### src/rtl/gfx_geom_tx.sv
`default_nettype none
// ============================================================================
// Module   : gfx_geom_tx
// Purpose  : Serializes accepted triangles into 7-word geometry stream packets
//            (header + six coordinates) with backpressure and back-to-back
//            packet support.
// Revision : 1.0 - initial release
// ============================================================================
module gfx_geom_tx #(
    parameter int TAG_BITS = 16
) (
    input  logic                clk,
    input  logic                srst,
    input  logic                tri_valid,
    output logic                tri_ready,
    input  logic [31:0]         tri_x [3],
    input  logic [31:0]         tri_y [3],
    input  logic [TAG_BITS-1:0] tri_tag,
    output logic [31:0]         geom_tdata,
    output logic                geom_tlast,
    output logic                geom_tvalid,
    input  logic                geom_tready,
    output logic [31:0]         pkt_count
);

    localparam logic [0:0] c_ST_IDLE  = 1'b0;
    localparam logic [0:0] c_ST_SEND  = 1'b1;
    localparam logic [2:0] c_LAST_BEAT = 3'd6;

    logic [0:0]          r_state;
    logic [2:0]          r_beat;
    logic [15:0]         r_seq;
    logic [31:0]         r_pkt_count;
    logic [31:0]         r_x [3];
    logic [31:0]         r_y [3];
    logic [TAG_BITS-1:0] r_tag;

    logic        w_send;
    logic        w_last;
    logic        w_xfer;
    logic        w_accept;
    logic [15:0] w_tag_ext;
    logic [31:0] w_word;

    assign w_send   = (r_state == c_ST_SEND);
    assign w_last   = (r_beat == c_LAST_BEAT);
    assign w_xfer   = w_send && geom_tready;
    assign w_accept = tri_valid && tri_ready;

    // Ready is forced low during reset so a simultaneous offer is never taken.
    always_comb begin
        tri_ready = 1'b0;
        if (!srst) begin
            if (!w_send) tri_ready = 1'b1;
            else         tri_ready = geom_tready && w_last;
        end
    end

    always_comb begin
        w_tag_ext                 = '0;
        w_tag_ext[TAG_BITS-1:0]   = r_tag;
    end

    always_comb begin
        case (r_beat)
            3'd0:    w_word = {r_seq, w_tag_ext};
            3'd1:    w_word = r_x[0];
            3'd2:    w_word = r_y[0];
            3'd3:    w_word = r_x[1];
            3'd4:    w_word = r_y[1];
            3'd5:    w_word = r_x[2];
            default: w_word = r_y[2];
        endcase
    end

    // Outputs derive only from registers, so they hold steady across stalls.
    assign geom_tvalid = w_send;
    assign geom_tdata  = w_send ? w_word : 32'd0;
    assign geom_tlast  = w_send && w_last;
    assign pkt_count   = r_pkt_count;

    always_ff @(posedge clk) begin
        if (srst) begin
            r_state     <= c_ST_IDLE;
            r_beat      <= 3'd0;
            r_seq       <= 16'd0;
            r_pkt_count <= 32'd0;
            r_tag       <= '0;
            for (int i = 0; i < 3; i++) begin
                r_x[i] <= 32'd0;
                r_y[i] <= 32'd0;
            end
        end else begin
            if (w_accept) begin
                r_tag <= tri_tag;
                for (int i = 0; i < 3; i++) begin
                    r_x[i] <= tri_x[i];
                    r_y[i] <= tri_y[i];
                end
            end

            if (!w_send) begin
                if (w_accept) begin
                    r_state <= c_ST_SEND;
                    r_beat  <= 3'd0;
                end
            end else if (w_xfer) begin
                if (r_beat == 3'd0) r_seq <= r_seq + 16'd1;
                if (!w_last) begin
                    r_beat <= r_beat + 3'd1;
                end else begin
                    r_pkt_count <= r_pkt_count + 32'd1;
                    r_beat      <= 3'd0;
                    if (!tri_valid) r_state <= c_ST_IDLE;
                end
            end
        end
    end

endmodule
`default_nettype wire

### config.mk
export PLATFORM = sky130hd
export DESIGN_NAME = gfx_geom_tx
export DESIGN_NICKNAME = d
export VERILOG_FILES = /design/src/rtl/gfx_geom_tx.sv
export SDC_FILE = /design/constraint.sdc
export NUM_CORES = 1
export LEC_CHECK = 0
export ABC_AREA = 1
export CAP_MARGIN = 25
export CORE_MARGIN = 2
export CORE_UTILIZATION = 31
export DETAILED_ROUTE_END_ITERATION = 16
export HOLD_SLACK_MARGIN = 0.12
export SLEW_MARGIN = 5
export SYNTH_ARGS = -nofsm -noshare
export SYNTH_HDL_FRONTEND = slang
export SYNTH_SLANG_ARGS = --single-unit
### constraint.sdc
create_clock -name clk -period 13.5 [get_ports clk]
set_input_delay 2.7 -clock clk [delete_from_list [all_inputs] [get_ports clk]]
set_output_delay 2.7 -clock clk [all_outputs]
set_load 0.02 [all_outputs]
# --- After elaboration in Yosys (flattened, before gate mapping) ---
# Memory sizes are Yosys's and may differ from the RTL's.
# Index checks and enable logic that the tools add are counted.
word_totals:
  out_inout_bits: 67
  inputBits: 212
  register_bits: 68
  n_memories: 2
  ramBits: 192
op_classes:
  reduce_logical: 9
  n_eq_ne: 7
  muxes: 23
  bitwise_logic: 6
  n_addsub: 3
mem_list:
  columns: ["memory", "words", "word_bits", "read_ports", "rd_ports_with_merged_regs", "write_ports", "line", "text"]
  rows:
  - ["r_x", 3, 32, 3, 0, 3, "34", "logic [31:0] r_x [3];"]
  - ["r_y", 3, 32, 3, 0, 3, "35", "logic [31:0] r_y [3];"]
op_table:
  columns: ["op", "n"]
  rows:
  - ["$mux W32", 7]
  - ["$pmux W32 S6", 1]
  - ["$add A32 B1 Y32 const B", 1]
  - ["$add A16 B1 Y16 const B", 1]
  - ["$mux W3", 4]
  - ["$mux W1", 11]
  - ["$eq A3 B3 Y1 const B", 3]
  - ["$eq A3 B2 Y1 const B", 2]
  - ["$or A1 B1 Y1", 6]
  - ["$reduce_and A3 Y1", 2]
  - ["$logic_and A1 B1 Y1", 4]
  - ["$add A3 B1 Y3 const B", 1]
  - ["$eq A3 B1 Y1 const B", 1]
  - ["$logic_not A3 Y1", 1]
  - ["$ne A2 B1 Y1 const B", 1]
  - ["$reduce_and A2 Y1", 1]
  - ["$reduce_bool A2 Y1", 1]

# --- Depth between registers and ports, before layout ---
# Gate-level depths: netlist of run 1.
depth:
  depth_word: 9
  mapped_depth: 10
  ltp_nobuf: 9

# --- Worst setup path before layout of run 1 ---
# Ideal clock, no wire load.
synth_path:
  path_kind: "input-to-reg"
  startpoint: "input port geom_tready"
  endpoint: "memory r_x[0][0], enable pin"
  stages: 6
  setup_time_ns: 0.563
  arrival_ns: 7.322
  setup_slack_ns: 5.615
  n_path_buf: 0
  cell_sequence: "inv_1 -> o21ai_2 -> inv_2 -> nor2_8 -> nand2_4 -> nand2_1"
synth_lines:
  columns: ["element", "line", "text"]
  rows:
  - ["start: declaration", "22", "input logic geom_tready,"]
  - ["end: declaration", "34", null]

# --- Final worst setup path of run 1 ---
layout_path:
  startpoint: "input port geom_tready"
  endpoint: "output port tri_ready"
layout_via:
  elab_chain_cells: 3
layout_lines:
  columns: ["element", "line", "text"]
  rows:
  - ["$logic_and A1 B1 Y1", "55", "else tri_ready = geom_tready && w_last;"]
  - ["$mux W1", "54", "if (!w_send) tri_ready = 1'b1;"]
  - ["$mux W1", "53", "if (!srst) begin"]
  - ["end: declaration", "15", "output logic tri_ready,"]
# No other way between the ends.

==> results.json, run 1 <==
{
  "period_share": 0.5307,
  "synth_flop_cell": "edfxtp_1",
  "area_growth_pct": 30.63,
  "crit_fanout": 18,
  "drt_wl_total_um": 37970,
  "slew_violations": 0,
  "cts_resized": 0,
  "r2r-end": "r_x[0][55]$_SDFFCE_PN0P_",
  "synth.avg_cell_area_um2": 9.047,
  "r2r_start": "r_beat[2]$_SDFFE_PP0P_",
  "place_congestion": 0.8577,
  "crit_required_ns": 10.80,
  "setup_violations": 0,
  "drc": 0,
  "synth_xor_area_frac": 0.001973,
  "period_minus_slack_ns": 7.165,
  "first_iter_violations": 793,
  "worst_pin_slew_ns": 1.198,
  "clock_latency_ns": 0.56,
  "hold-path-endpoint": "r_tag[15]$_SDFFE_PP0P_",
  "worst_hold_path_type": "reg -> reg",
  "synth_compound_area_frac": 0.05778,
  "grt_pass1_vias": 10340,
  "combPwrFrac": 0.103,
  "synth_cell_types": 38,
  "crit_path_end_kind": "output pin",
  "synthSimpleGateAreaFrac": 0.2856,
  "fmax_mhz": 139.6,
  "p_int_mw": 1.490,
  "p_seq_frac": 0.474,
  "cts_buffer_depth": 3,
  "cts_hold_buf": 0,
  "timing.hold.ws_ns": 0.4720,
  "switching_power_mw": 0.4559,
  "htreeDepth": 1,
  "synth_edf_count": 192,
  "setup_ws_ns": 6.335,
  "syn-num-nets": 1687,
  "synthAdderAreaFrac": 0.002819,
  "dpl_worst_slack_ns": 6.335,
  "syn_area_um2": 13320,
  "ir_worst_vdd_v": 0.00009085,
  "synthCells": 1472,
  "ios": 279,
  "hold_depth": 2,
  "pwr-share-clk": 0.422,
  "vias_per_cell": 4.542,
  "max_cap_violations": 0,
  "cts_buffers": 30,
  "start_util": 0.3161,
  "grt_pass1_wl_um": 58240,
  "dpl.hpwl_um": 27350,
  "yosysWarnings": 0,
  "core_area_um2": 42130,
  "dr_total_vias": 10420,
  "die_x_um": 211.3,
  "rrSetupSlack_ns": 9.17,
  "grt_start_max_net_pins": 124,
  "finClkSkew_ns": 0.006622,
  "worstRegToRegCells": 8,
  "yosysSeqAreaShare": 0.5352,
  "tritoncts": "built",
  "grt_usage": 0.1694,
  "avgRoutedWirePerCell_um": 16.55,
  "grt_setup_unrepaired": "false",
  "min-delay-start": "r_tag[15]$_SDFFE_PP0P_",
  "mostFrequentLayoutCell": "clkdlybuf4s50_1",
  "dieArea_um2": 44630,
  "cts_sinks": 260,
  "hold_violations": 0,
  "async_flop_share": 0,
  "power.total_mw": 1.946,
  "layout-drive-gt1-share": 0.1015,
  "power_density_nw_per_um2": 111.9,
  "leakagePower_nw": 6.960,
  "nNetsFinal": 1944,
  "switching_share": 0.2343,
  "synth.mux.area_fraction": 0,
  "layout_common_cells": "clkdlybuf4s50_1, inv_1, nand2_1",
  "grt_remaining_overflow": 0,
  "die_h_um": 211.3,
  "antenna_found_initial": 3,
  "yosys_register_bits": 260,
  "fp-row-count": 75,
  "first_pass_iters": 5,
  "post-cts-setup-buffers": 0,
  "ant_nets": 0,
  "numPortBuffers": 278,
  "tns_ns": 0,
  "status": "complete, no violations",
  "relSlewSlack": 0.2012,
  "start_kind": "input port",
  "root_buffer": "clkbuf_16",
  "synth_top_family_by_area": "simple AND/OR/NAND/NOR gates",
  "cts.reportedPaths.clkPinSlew_ns": 0.06,
  "criticalPathCategory": "in -> out",
  "arrival_ns": 4.46
}
-- worst max-delay path, cell delays in order --
cell and delay (ns):
clkdlybuf4s50_1 0.51, inv_1 0.09, o21ai_2 0.14, inv_2 0.08, nor2_8 0.26, clkdlybuf4s50_1 0.67
-- metal layers --
metal  wire length (um)  vias up  part of all wire  global-route usage
met5                 23        -           0.00061                   0
met4                957        4             0.025             0.05270
met3               2286       55             0.060             0.02691
met2              17740      281              0.47              0.2777
met1              16960     4862              0.45              0.2297
li1                   -     5218                 -                   -
-- worst max-delay path by stage --
stage	end	startpoint	slack (ns)
after detailed placement	tri_ready	geom_tready	6.34
after CTS	tri_ready	geom_tready	6.32
after global placement	tri_ready	geom_tready	6.31
after global routing	tri_ready	geom_tready	6.25
after floorplan	r_x[0][0]$_SDFFCE_PN0P_	geom_tready	5.61
final	tri_ready	geom_tready	6.34
-- cell type report --
type                            instances  area, um2
Antenna cell                            2      5.005
Timing Repair Buffer                  289       2878
Sequential cell                       260       7128
Clock inverter                         20      193.9
Inverter                              280       1051
Fill cell                            4171      24740
Tap cell                              539      674.4
Multi-Input combinational cell        868       4671
Clock buffer                           36      794.5
-- flip-flops by register name, summed over array words and instances, names as in the netlist --
signal	flops
r_beat	3
pkt_count	32
r_seq	16
r_x	96
geom_tvalid	1
r_y	96
r_tag	16
-- power groups by stage --
stage | logic [mW] | clock network (mW) | registers [mW]
2_1_floorplan | 0.107 | 0 | 0.941
3_3_place_gp | 0.203 | 0 | 0.938
3_5_place_dp | 0.205 | 0 | 0.939
4_1_cts | 0.205 | 0.842 | 0.923
5_1_grt | 0.220 | 0.872 | 0.926
6_report | 0.201 | 0.822 | 0.923
-- kinds of logic after synthesis --
logic type      count (synthesis)
simple gates                  719
xor+xnor                        3
compound gates                143
fa+ha+maj                       3
buf+inv                       344
flops                         260
-- Yosys cell counts, types with 3 or more instances --
cell type / number / share of area
inv_2: 3 / 0.00085
buf_1: 4 / 0.0011
a21oi_1: 70 / 0.026
edfxtp_1: 192 / 0.43
nor2_1: 193 / 0.054
nor2_2: 3 / 0.0014
ha_1: 3 / 0.0028
and3_1: 7 / 0.0033
dfxtp_1: 68 / 0.10
nand3_1: 110 / 0.041
clkbuf_1: 21 / 0.0059
nor3_1: 16 / 0.0060
o21a_1: 3 / 0.0017
nand3_2: 3 / 0.0023
nand4_1: 34 / 0.016
o21ai_0: 49 / 0.018
buf_12: 10 / 0.015
a31oi_1: 4 / 0.0019
buf_6: 8 / 0.0068
inv_1: 275 / 0.078
nand2_1: 242 / 0.068
buf_2: 19 / 0.0071
a211oi_1: 14 / 0.0079
nor2_4: 103 / 0.087
-- per-stage QoR --
step,std cells,instance area (um2),util
floorplan,1472,13320,-
global placement,2236,16400,0.3893
detailed placement,2236,16400,0.3893
CTS,2292,17390,0.4127
global route,2293,17390,0.4128
finish,2294,17400,0.4129
No activity file was read; power rests on OpenSTA's default activity.
==> run 2, diff against run 1 <==
==> constraint.sdc (replaced) <==
create_clock -name clk -period 6.8 [get_ports clk]
set_input_delay 1.36 -clock clk [delete_from_list [all_inputs] [get_ports clk]]
set_output_delay 1.36 -clock clk [all_outputs]
set_load 0.02 [all_outputs]
==> run 2 against run 1 <==
Compared with the run above:
- critical path depth up 4
- wire length up 0.35%
- first-iteration DRC count up 5.5%
- largest power group unchanged
==> results.json, run 2 (synthesis results as in run 1) <==
{
  "setup_ws_ns": 1.424,
  "power.total_mw": 3.746,
  "grt_usage": 0.1699,
  "dp.cells": 2237,
  "dpl_worst_slack_ns": 1.935,
  "dpl_cell_area_um2": 16420,
  "hold_violations": 0,
  "cts_resized": 0,
  "vias_per_cell": 4.590,
  "grt_pass1_wl_um": 58130,
  "finClkSkew_ns": 0.02314,
  "relSlewSlack": 0.3365,
  "place_congestion": 0.8680,
  "cts_buffers": 29,
  "start_kind": "flip-flop",
  "ant_nets": 0,
  "area_growth_pct": 30.13,
  "utilization": 0.4113,
  "slew_violations": 0,
  "antenna_found_initial": 8,
  "layout-drive-gt1-share": 0.1005,
  "avgRoutedWirePerCell_um": 16.62,
  "period_minus_slack_ns": 5.376,
  "drc": 0,
  "nNetsFinal": 1944,
  "grt_start_max_net_pins": 97,
  "timing.hold.ws_ns": 0.4686,
  "stdcell_count": 2292,
  "clock_latency_ns": 0.58,
  "crit_path_end_kind": "output pin",
  "setup_violations": 0,
  "cts_sinks": 260,
  "dpl.hpwl_um": 27720,
  "cts_buffer_depth": 3,
  "grt_setup_unrepaired": "false",
  "ios": 279,
  "tritoncts": "built",
  "root_buffer": "clkbuf_16",
  "die_x_um": 211.3,
  "fp-row-count": 75,
  "core_area_um2": 42130,
  "power_density_nw_per_um2": 216.2,
  "cts.reportedPaths.clkPinSlew_ns": 0.06,
  "slowest_stage": "ha_2",
  "worst-path-buf-inv": 4,
  "dr_total_vias": 10520,
  "htreeDepth": 1,
  "tns_ns": 0,
  "mostFrequentLayoutCell": "clkdlybuf4s50_1",
  "numPortBuffers": 278,
  "leakagePower_nw": 6.918,
  "grt_remaining_overflow": 0,
  "criticalPathCategory": "reg -> out",
  "worst_pin_slew_ns": 0.9953,
  "drt_wl_total_um": 38100,
  "max_stage_delay_ns": 0.74,
  "dieArea_um2": 44630,
  "layout_common_cells": "clkdlybuf4s50_1, inv_1, nand2_1",
  "path_cells": "nand2_1 > inv_1 > ha_2 > nor2_1 > nand2_1 > buf_4 > inv_1 > a211oi_1 > a21oi_1 > clkdlybuf4s50_1",
  "nFillCells": 4062,
  "post-cts-setup-buffers": 0,
  "crit_fanout": 33,
  "grt_pass1_vias": 10390,
  "ir_worst_vdd_v": 0.0001127,
  "period_share": 0.7905,
  "max_cap_violations": 0,
  "cts_hold_buf": 0,
  "status": "complete, no violations",
  "start_util": 0.3161,
  "fmax_mhz": 186.0,
  "first_pass_iters": 5,
  "die_h_um": 211.3,
  "arrival_ns": 4.02,
  "worst_hold_path_type": "reg -> reg",
  "postLayoutCellArea_um2": 17330,
  "crit_family": "buffers and inverters",
  "crit_required_ns": 5.44,
  "first_iter_violations": 837
}
[run 2: worst min-delay path: cells and delay by family (launching register included)]
family / cells / cell delay (ns)
DFF: 1 / 0.31
and+or+nand+nor: 2 / 0.11
[run 2: worst paths after layout]
| path | slack [ns] | cells past startpoint | end | start |
|---|---|---|---|---|
| min reg2reg | 0.47 | 2 | r_tag[9]$_SDFFE_PP0P_ | r_tag[9]$_SDFFE_PP0P_ |
| max reg2reg | 3.16 | 8 | r_y[0][51]$_SDFFCE_PN0P_ | r_beat[2]$_SDFFE_PP0P_ |
| min | 0.47 | 2 | r_tag[9]$_SDFFE_PP0P_ | r_tag[9]$_SDFFE_PP0P_ |
| max | 1.42 | 10 | geom_tdata[30] | r_beat[1]$_SDFFE_PP0P_ |
[run 2: cell type report]
cell class	count	area (um2)	share of cell area
sequential	260	7128	0.4113
tap	539	674.4	0.03892
clock inverter	10	93.84	0.005415
timing repair buffer	290	2898	0.1672
multi-input combinational	868	4671	0.2695
antenna	2	5.005	0.0002888
clock buffer	43	808.3	0.04664
inverter	280	1051	0.06065
[run 2: layer usage]
| metal | vias up | part of all wire | GRT usage |
|---|---|---|---|
| met5 | - | 0.0017 | 0 |
| met4 | 10 | 0.035 | 0.06338 |
| met3 | 74 | 0.067 | 0.03821 |
| met2 | 310 | 0.47 | 0.2761 |
| met1 | 4913 | 0.43 | 0.2211 |
| li1 | 5214 | - | - |
[run 2: power by group]
part	leakage (nW)	switching [mW]	internal [mW]
clock network	0.439	0.652	0.861
registers	2.56	0.0285	1.80
logic	3.92	0.224	0.178
==> run 3, diff against run 2 <==
==> constraint.sdc (replaced) <==
create_clock -name clk -period 5.6 [get_ports clk]
set_input_delay 1.12 -clock clk [delete_from_list [all_inputs] [get_ports clk]]
set_output_delay 1.12 -clock clk [all_outputs]
set_load 0.02 [all_outputs]
==> run 3 against run 2 <==
Compared with the run above:
- utilization grew 0.37 points
- non-clock buffer count grew 5
- clock skew shrank 0.015 ns
- power grew 25%
- register-to-register slack lost 1.0 ns
- combinational power grew 23%
==> results.json, run 3 (synthesis results as in run 1) <==
{
  "vias_per_cell": 4.572,
  "criticalPathCategory": "reg -> out",
  "dpl.hpwl_um": 28700,
  "crit_required_ns": 4.48,
  "grt_start_max_net_pins": 81,
  "die_x_um": 211.3,
  "root_buffer": "clkbuf_16",
  "power_density_nw_per_um2": 268.3,
  "cts_buffer_depth": 3,
  "place_congestion": 0.9100,
  "relSlewSlack": 0.4166,
  "grt_remaining_overflow": 0,
  "tritoncts": "built",
  "crit_path_end_kind": "output pin",
  "worst_hold_path_type": "reg -> reg",
  "leakagePower_nw": 7.001,
  "drc": 0,
  "status": "complete, no violations",
  "dieArea_um2": 44630,
  "fp-row-count": 75,
  "rrSetupSlack_ns": 2.13,
  "clock_latency_ns": 0.58,
  "fmax_mhz": 202.6,
  "dpl_cell_area_um2": 16490,
  "numPortBuffers": 278,
  "mostFrequentLayoutCell": "clkdlybuf4s50_1",
  "crit_fanout": 22,
  "finClkSkew_ns": 0.008575,
  "hold-path-endpoint": "r_tag[8]$_SDFFE_PP0P_",
  "start_util": 0.3161,
  "r2r_start": "r_beat[2]$_SDFFE_PP0P_",
  "tns_ns": 0,
  "hold_depth": 2,
  "period_share": 0.8813,
  "period_minus_slack_ns": 4.935,
  "nNetsFinal": 1951,
  "pwr-share-clk": 0.420,
  "postLayoutCellArea_um2": 17490,
  "p_int_mw": 3.553,
  "arrival_ns": 3.82,
  "area_growth_pct": 31.31,
  "cts.reportedPaths.clkPinSlew_ns": 0.06,
  "min-delay-start": "r_tag[8]$_SDFFE_PP0P_",
  "grt_setup_unrepaired": "false",
  "cts_buffers": 31,
  "die_h_um": 211.3,
  "antenna_found_initial": 8,
  "drt_wl_total_um": 39040,
  "first_pass_iters": 5,
  "hold_violations": 0,
  "setup_violations": 0,
  "p_seq_frac": 0.475,
  "grt_pass1_vias": 10470,
  "switching_power_mw": 1.138,
  "start_kind": "flip-flop",
  "switching_share": 0.2425,
  "layout_common_cells": "clkdlybuf4s50_1, inv_1, nand2_1",
  "post-cts-setup-buffers": 0,
  "htreeDepth": 1,
  "cts_sinks": 260,
  "layout-drive-gt1-share": 0.1056,
  "grt_usage": 0.1725,
  "cts_hold_buf": 0,
  "grt_pass1_wl_um": 59380,
  "worst_pin_slew_ns": 0.8741,
  "core_area_um2": 42130,
  "avgRoutedWirePerCell_um": 16.96,
  "ant_nets": 0,
  "r2r-end": "r_x[0][42]$_SDFFCE_PN0P_",
  "worstRegToRegCells": 8,
  "max_cap_violations": 0,
  "slew_violations": 0,
  "ir_worst_vdd_v": 0.0002108,
  "dr_total_vias": 10530,
  "ios": 279,
  "first_iter_violations": 764,
  "cts_resized": 0,
  "combPwrFrac": 0.105
}
run 3: changes by cell type in the layout (fill, tap and decap cells not counted), sizes merged:
| cell | change |
|---|---|
| bufinv | +1 |
| buf | +5 |
| clkinv | +2 |
| inv | +2 |
run 3: how the worst max path moves through the flow:
stage | slack, ns | cells past startpoint | start | to
5_1_grt | 0.53 | 9 | r_beat[1]$_SDFFE_PP0P_ | geom_tdata[18]
3_5_place_dp | 1.31 | 9 | r_beat[1]$_SDFFE_PP0P_ | geom_tdata[18]
6_report | 0.66 | 9 | r_beat[1]$_SDFFE_PP0P_ | geom_tdata[18]
4_1_cts | 0.70 | 9 | r_beat[1]$_SDFFE_PP0P_ | geom_tdata[18]
3_3_place_gp | 1.32 | 9 | r_beat[1]$_SDFFE_PP0P_ | geom_tdata[18]
2_1_floorplan | 1.23 | 6 | geom_tready | r_x[0][0]$_SDFFCE_PN0P_
run 3: critical path: stages, from the launching register on:
cell and delay [ns]:
dfxtp_1 0.41, nand2_1 0.11, inv_1 0.05, ha_2 0.16
nor2_1 0.10, nand2_1 0.45, inv_1 0.85, a21oi_1 0.08
a31oi_1 0.36, clkdlybuf4s50_1 0.67
run 3: stage by stage:
stage	util	cells	power [mW]	worst slack, ns	hold slack (ns)
after floorplan	-	1472	2.520	1.232	0.4427
after global placement	0.3914	2242	2.760	1.324	0.4688
after detailed placement	0.3914	2242	2.766	1.309	0.4723
after CTS	0.4149	2300	4.751	0.6968	0.4828
after global routing	0.4149	2301	4.867	0.5320	0.5034
final	0.4150	2302	4.691	0.6646	0.4842
run 3: metal layers:
| metal | up-vias | GRT usage | wire (um) |
|---|---|---|---|
| met2 | 295 | 0.2784 | 18040 |
| met1 | 4923 | 0.2306 | 17430 |
| met3 | 72 | 0.03806 | 2269 |
| met5 | - | 0 | 86 |
| met4 | 12 | 0.05415 | 1217 |
| li1 | 5223 | - | - |
run 3: power by group through the flow:
| stage | registers [mW] | logic, mW | clock network, mW |
|---|---|---|---|
| after global routing | 2.24 | 0.537 | 2.09 |
| after CTS | 2.23 | 0.502 | 2.02 |
| after detailed placement | 2.27 | 0.500 | 0 |
| final | 2.23 | 0.494 | 1.97 |
| after global placement | 2.27 | 0.495 | 0 |
| after floorplan | 2.26 | 0.259 | 0 |
run 3: cell type report:
type	count	area (um2)
Antenna cell	2	5.005
Clock buffer	43	840.8
Clock inverter	15	146.4
Fill cell	4099	24650
Inverter	280	1051
Multi-Input combinational cell	868	4679
Sequential cell	260	7128
Tap cell	539	674.4
Timing Repair Buffer	295	2960
